## config.mk

```make
export PLATFORM = sky130hd
export DESIGN_NAME = k423_id_inst_buf
export DESIGN_NICKNAME = d
export VERILOG_FILES = /design/src/rtl/k423_id_inst_buf.sv
export SDC_FILE = /design/constraint.sdc
export NUM_CORES = 1
export LEC_CHECK = 0
export CORE_AREA = 2 2 192 118
export CTS_BUF_LIST = sky130_fd_sc_hd__clkbuf_16
export DETAILED_ROUTE_END_ITERATION = 12
export DIE_AREA = 0 0 194 120
export PLACE_DENSITY_LB_ADDON = 0.3
export SKIP_CTS_REPAIR_TIMING = 1
export SLEW_MARGIN = 20
export SYNTH_ARGS = -nofsm -noshare
export SYNTH_HDL_FRONTEND = slang
export SYNTH_SLANG_ARGS = --single-unit
export TNS_END_PERCENT = 1
```

## constraint.sdc

```tcl
create_clock -name clk_i -period 4.3 [get_ports clk_i]
set_input_delay 0.645 -clock clk_i [delete_from_list [all_inputs] [get_ports clk_i]]
set_output_delay 0.645 -clock clk_i [all_outputs]
set_load 0.05 [all_outputs]
```

## src/rtl/k423_id_inst_buf.sv

```systemverilog
// k423_id_inst_buf: IF -> ID instruction buffer.
// Circular queue of {pc, inst} pairs with valid/ready handshake on both sides.
//
// Ports:
//   clk_i, rst_n_i        clock, synchronous active-low reset
//   pcu_clear_id_i        flush all entries, drop the same-cycle push/pop
//   pcu_stall_id_i        hold the head entry, suppress id_stage_vld_o
//   if_stage_vld_i        IF presents {if_pc_i, if_inst_i}
//   id_stage_rdy_o        buffer not full, can accept from IF
//   id_stage_vld_o        head entry valid toward the decoder
//   ex_stage_rdy_i        downstream accepts the head entry
//   id_pc_o, id_inst_o    head entry (0 / NOP when empty)
//   id_buf_cnt_o          occupancy, 0..DEPTH

module k423_id_inst_buf #(
    parameter int DEPTH  = 4,
    parameter int ADDR_W = 32,
    parameter int INST_W = 32
) (
    input  logic                       clk_i,
    input  logic                       rst_n_i,
    input  logic                       pcu_clear_id_i,
    input  logic                       pcu_stall_id_i,
    input  logic                       if_stage_vld_i,
    output logic                       id_stage_rdy_o,
    input  logic [ADDR_W-1:0]          if_pc_i,
    input  logic [INST_W-1:0]          if_inst_i,
    output logic                       id_stage_vld_o,
    input  logic                       ex_stage_rdy_i,
    output logic [ADDR_W-1:0]          id_pc_o,
    output logic [INST_W-1:0]          id_inst_o,
    output logic [$clog2(DEPTH):0]     id_buf_cnt_o
);

    localparam int PTR_W = $clog2(DEPTH);
    localparam int CNT_W = PTR_W + 1;

    localparam logic [CNT_W-1:0]  FULL_CNT = CNT_W'(DEPTH);
    localparam logic [INST_W-1:0] NOP_INST = INST_W'(32'h0000_0013);

    typedef struct packed {
        logic [ADDR_W-1:0] pc;
        logic [INST_W-1:0] inst;
    } entry_t;

    entry_t           mem [DEPTH];
    logic [PTR_W-1:0] wr_ptr;
    logic [PTR_W-1:0] rd_ptr;
    logic [CNT_W-1:0] cnt;

    logic             empty;
    logic             push;
    logic             pop;
    entry_t           head;

    // Ready depends on registered occupancy only, so a full buffer
    // refuses IF even when the head is popped in the same cycle.
    assign empty          = (cnt == '0);
    assign id_stage_rdy_o = (cnt != FULL_CNT);
    assign id_stage_vld_o = ~empty & ~pcu_stall_id_i & ~pcu_clear_id_i;

    assign push = if_stage_vld_i & id_stage_rdy_o & ~pcu_clear_id_i;
    assign pop  = id_stage_vld_o & ex_stage_rdy_i;

    assign head         = mem[rd_ptr];
    assign id_pc_o      = empty ? '0 : head.pc;
    assign id_inst_o    = empty ? NOP_INST : head.inst;
    assign id_buf_cnt_o = cnt;

    always_ff @(posedge clk_i) begin
        if (!rst_n_i || pcu_clear_id_i) begin
            wr_ptr <= '0;
            rd_ptr <= '0;
            cnt    <= '0;
        end else begin
            if (push) begin
                wr_ptr <= wr_ptr + 1'b1;
            end
            if (pop) begin
                rd_ptr <= rd_ptr + 1'b1;
            end
            unique case ({push, pop})
                2'b10:   cnt <= cnt + 1'b1;
                2'b01:   cnt <= cnt - 1'b1;
                default: cnt <= cnt;
            endcase
        end
    end

    // Storage is not reset; only entries between the pointers are observed.
    always_ff @(posedge clk_i) begin
        if (rst_n_i && push) begin
            mem[wr_ptr] <= '{pc: if_pc_i, inst: if_inst_i};
        end
    end

    a_no_push_full : assert property (
        @(posedge clk_i) disable iff (!rst_n_i)
        !(push && cnt == FULL_CNT)
    );

    a_no_pop_empty : assert property (
        @(posedge clk_i) disable iff (!rst_n_i)
        !(pop && empty)
    );

    a_cnt_ptr : assert property (
        @(posedge clk_i) disable iff (!rst_n_i)
        (cnt[PTR_W-1:0] == PTR_W'(wr_ptr - rd_ptr)) &&
        ((wr_ptr != rd_ptr) || empty || cnt == FULL_CNT)
    );

endmodule

```

==> results.md <==
* Buffers and inverters on the worst path at 2
* Final WL at roughly 19 mm
* CTS buffer count at 24
* Min Tclk post-route at 3.74 ns
* Final hold vios at 0
* CTS Root Cell: clkbuf_16
* FFs w/ async S/R, synth at 0%
* Largest net degree at the start of global routing at 70
* Max_slew headroom at between 20% and 30%
* Post-synth top flop: edfxtp_1
* Syn nets at ~540
* Port bufs at 138
* Commonest non-fill, non-tap cell in the layout: edfxtp_1
* Worst skew pair latency at 0.51 ns
* Status: completed
* Biggest area consumer among synthesized cells: edfxtp_1
* Register area share after synthesis at 77.2%
* Synthesized area at ~0.010 mm^2
* Pint at between 4000 and 5000 uW
* Vias in the first global route at between 5k and 6k
* Crit path max-delay family: buffers and inverters
* Total chip power at approximately 5100 uW
* Core Rows at between 40 and 50
* Power Density at about 410 mW/mm^2
* GPL Wtd Cong at about 0.74
* Type of the worst setup path: reg -> out
* Sw Share at between 10% and 20%
* NetSw at 1000 uW
* Die W at just under 200 um
* All-layer global routing usage at about 17%
* Area of the multi-input gates at 0.00218 mm^2
* Final HPWL DP at roughly 11 mm
* Most frequent cells in the layout: edfxtp_1 (256), clkdlybuf4s50_1 (138), mux4_2 (64)
* Final Cycle Share at 86.9%
* Wire per inst at 20.8 um
* Yosys reg bits at between 200 and 300
* Worst hold path type: reg -> reg
* Worst endpoint required time at around 3.7 ns
* Clk sinks at 265
* Yosys warnings at 0
* Crit-path slowest cell: dfxtp_4
* CORE AREA at 0.0217 mm^2
* Clock Skews at between 0.01 and 0.015 ns
* Final setup viols at 0
* Top cells by area, synth: edfxtp_1 (75%), mux4_2 (14%), nor2b_1 (3.3%)
* Critical Path End Type: output pin
* DRT Pass-1 Iters at 4
* Worst R2R Setup Slack at 1.80 ns
* Layout cells sized above 1 at about 18%
* Max Cap Viol at 0
* Die height at around 120 um
* Logic pwr share at 4.9%
* TritonCTS clock tree: done
* Register area at approximately 0.008 mm^2
* WP data arrival at 3.09 ns
* FMAX at about 270 MHz
* Top-area cell type share of the netlist area at about three quarters
* Total die area at between 0.02 and 0.025 mm^2
* Final TNS setup at 0 ns
* P&R area growth vs syn at 24.0%
* Critical Path Max Stage Delay at 0.78 ns
* Startpoint Class: flip-flop
* Leakage at 0.00389 uW
* Reg power frac at 55.7%
* Ports at 139
* Max IR drop VDD at 276 uV
* EDFF count, synth at 256
* Htree depth at 1
* Slew Limit Fails at 0
* Number of remaining DRC errors at 0
* Syn_area_per_cell at 22.2 um^2
* # fillers at about 1.6k
* Total congestion overflow at 0
* Vias per cell at approximately 5.3
* Unique masters post-synth at 30
* Initial antenna violation count at 1
* Cell breakdown of the critical path: buf_4 -> mux4_2 -> nor2b_1 -> clkdlybuf4s50_1
* Starting DRT DRC Count at 290
* First-pass GRT wire length at just under 30 mm
* Post-route ant nets at 0
* Final nets at roughly 700
* Via count at slightly below 5k
* RSZ-0062 raised after global routing: false
* Clock Power Share at between 30% and 40%
* Gate Count Post-Synth at between 400 and 500
* Worst-Margin Slew at approximately 1.1 ns
* CTS Buffer Depth at 3
* Crit-path max FO at 31
* Initial Utilization at a little under half
* Worst-path clk slew at 0.06 ns
per-stage QoR:
step                setup slack, ns  utilization (%)  area [um^2]  std cells  hold WS, ns
finish                        0.563             58.4        12600        914        0.483
global route                  0.354             58.3        12600        911        0.510
CTS                           0.472             58.3        12600        911        0.483
detailed placement             1.01             54.9        11900        869        0.472
global placement               1.04             54.9        11900        869        0.462
floorplan                      1.03                -        10200        460        0.459
worst register-to-register path, cell delays in order (launching register included):
cell and delay [ns]:
dfxtp_1 0.42, or3b_4 0.44, and2_4 0.20, nand2b_1 0.09, ha_1 0.21, inv_1 0.08, fa_1 0.38, xor2_1 0.16
or3_1 0.30, a21oi_1 0.14
final timing paths:
check / from / endpoint / depth (start not counted)
max: flip-flop / id_pc_o[5] / 4
min: rd_ptr[1] / flip-flop / 2
max reg2reg: id_buf_cnt_o[2] / id_buf_cnt_o[2] / 9
min reg2reg: rd_ptr[1] / flip-flop / 2
Yosys cell counts, types with 3 or more instances:
| cell | count |
|---|---|
| inv_1 | 5 |
| buf_6 | 7 |
| dfxtp_1 | 9 |
| mux4_2 | 64 |
| o21ai_0 | 4 |
| clkbuf_1 | 5 |
| ha_1 | 5 |
| or2_1 | 3 |
| or3_1 | 3 |
| nor2_1 | 4 |
| edfxtp_1 | 256 |
| a21oi_1 | 5 |
| and2b_1 | 8 |
| and3_1 | 4 |
| nor2b_1 | 54 |
| buf_2 | 7 |
layout make-up:
class / count / area share (%)
Tap cell: 286 / 2.83
Inverter: 5 / 0.148
Multi-Input combinational cell: 169 / 17.2
Sequential cell: 265 / 62.3
Clock inverter: 17 / 0.980
Timing Repair Buffer: 144 / 11.5
Antenna cell: 3 / 0.0594
Clock buffer: 25 / 4.95
kinds of logic (layout without fill, tap and decap cells):
kind of cell             count (synthesis)  count (layout)  share of synthesized area, %
multiplexers                            64              64                          14.1
other                                    0               3                             0
flip-flops                             265             265                          77.2
XOR/XNOR                                 2               2                         0.172
buffers and inverters                   26             191                          1.61
AND/OR/NAND/NOR                         87              87                          5.55
adder cells (fa/ha/maj)                  6               6                         0.810
AO/OA/AOI/OAI                           10              10                         0.516
power by group through the flow:
stage	registers, uW	logic [uW]	clock network, uW
6_report	2860	254	2020
4_1_cts	2860	257	2060
3_5_place_dp	2920	256	0
2_1_floorplan	2920	115	0
3_3_place_gp	2920	249	0
5_1_grt	2860	270	2170
state kept, by name (all words and copies together) (netlist names), named ones only:
| register | cells |
|---|---|
| id_buf_cnt_o | 3 |
| rd_ptr | 2 |
| mem | 256 |
| wr_ptr | 2 |
metal layers:
| metal | part of all wire [%] | global-route usage (%) | up-vias |
|---|---|---|---|
| met5 | 0 | 0 | - |
| met4 | 1.3 | 2.79 | 0 |
| met3 | 6.9 | 4.53 | 23 |
| met2 | 47 | 26.5 | 137 |
| met1 | 45 | 23.9 | 2532 |
| li1 | - | - | 2168 |
(Power assumes the default switching activity.)
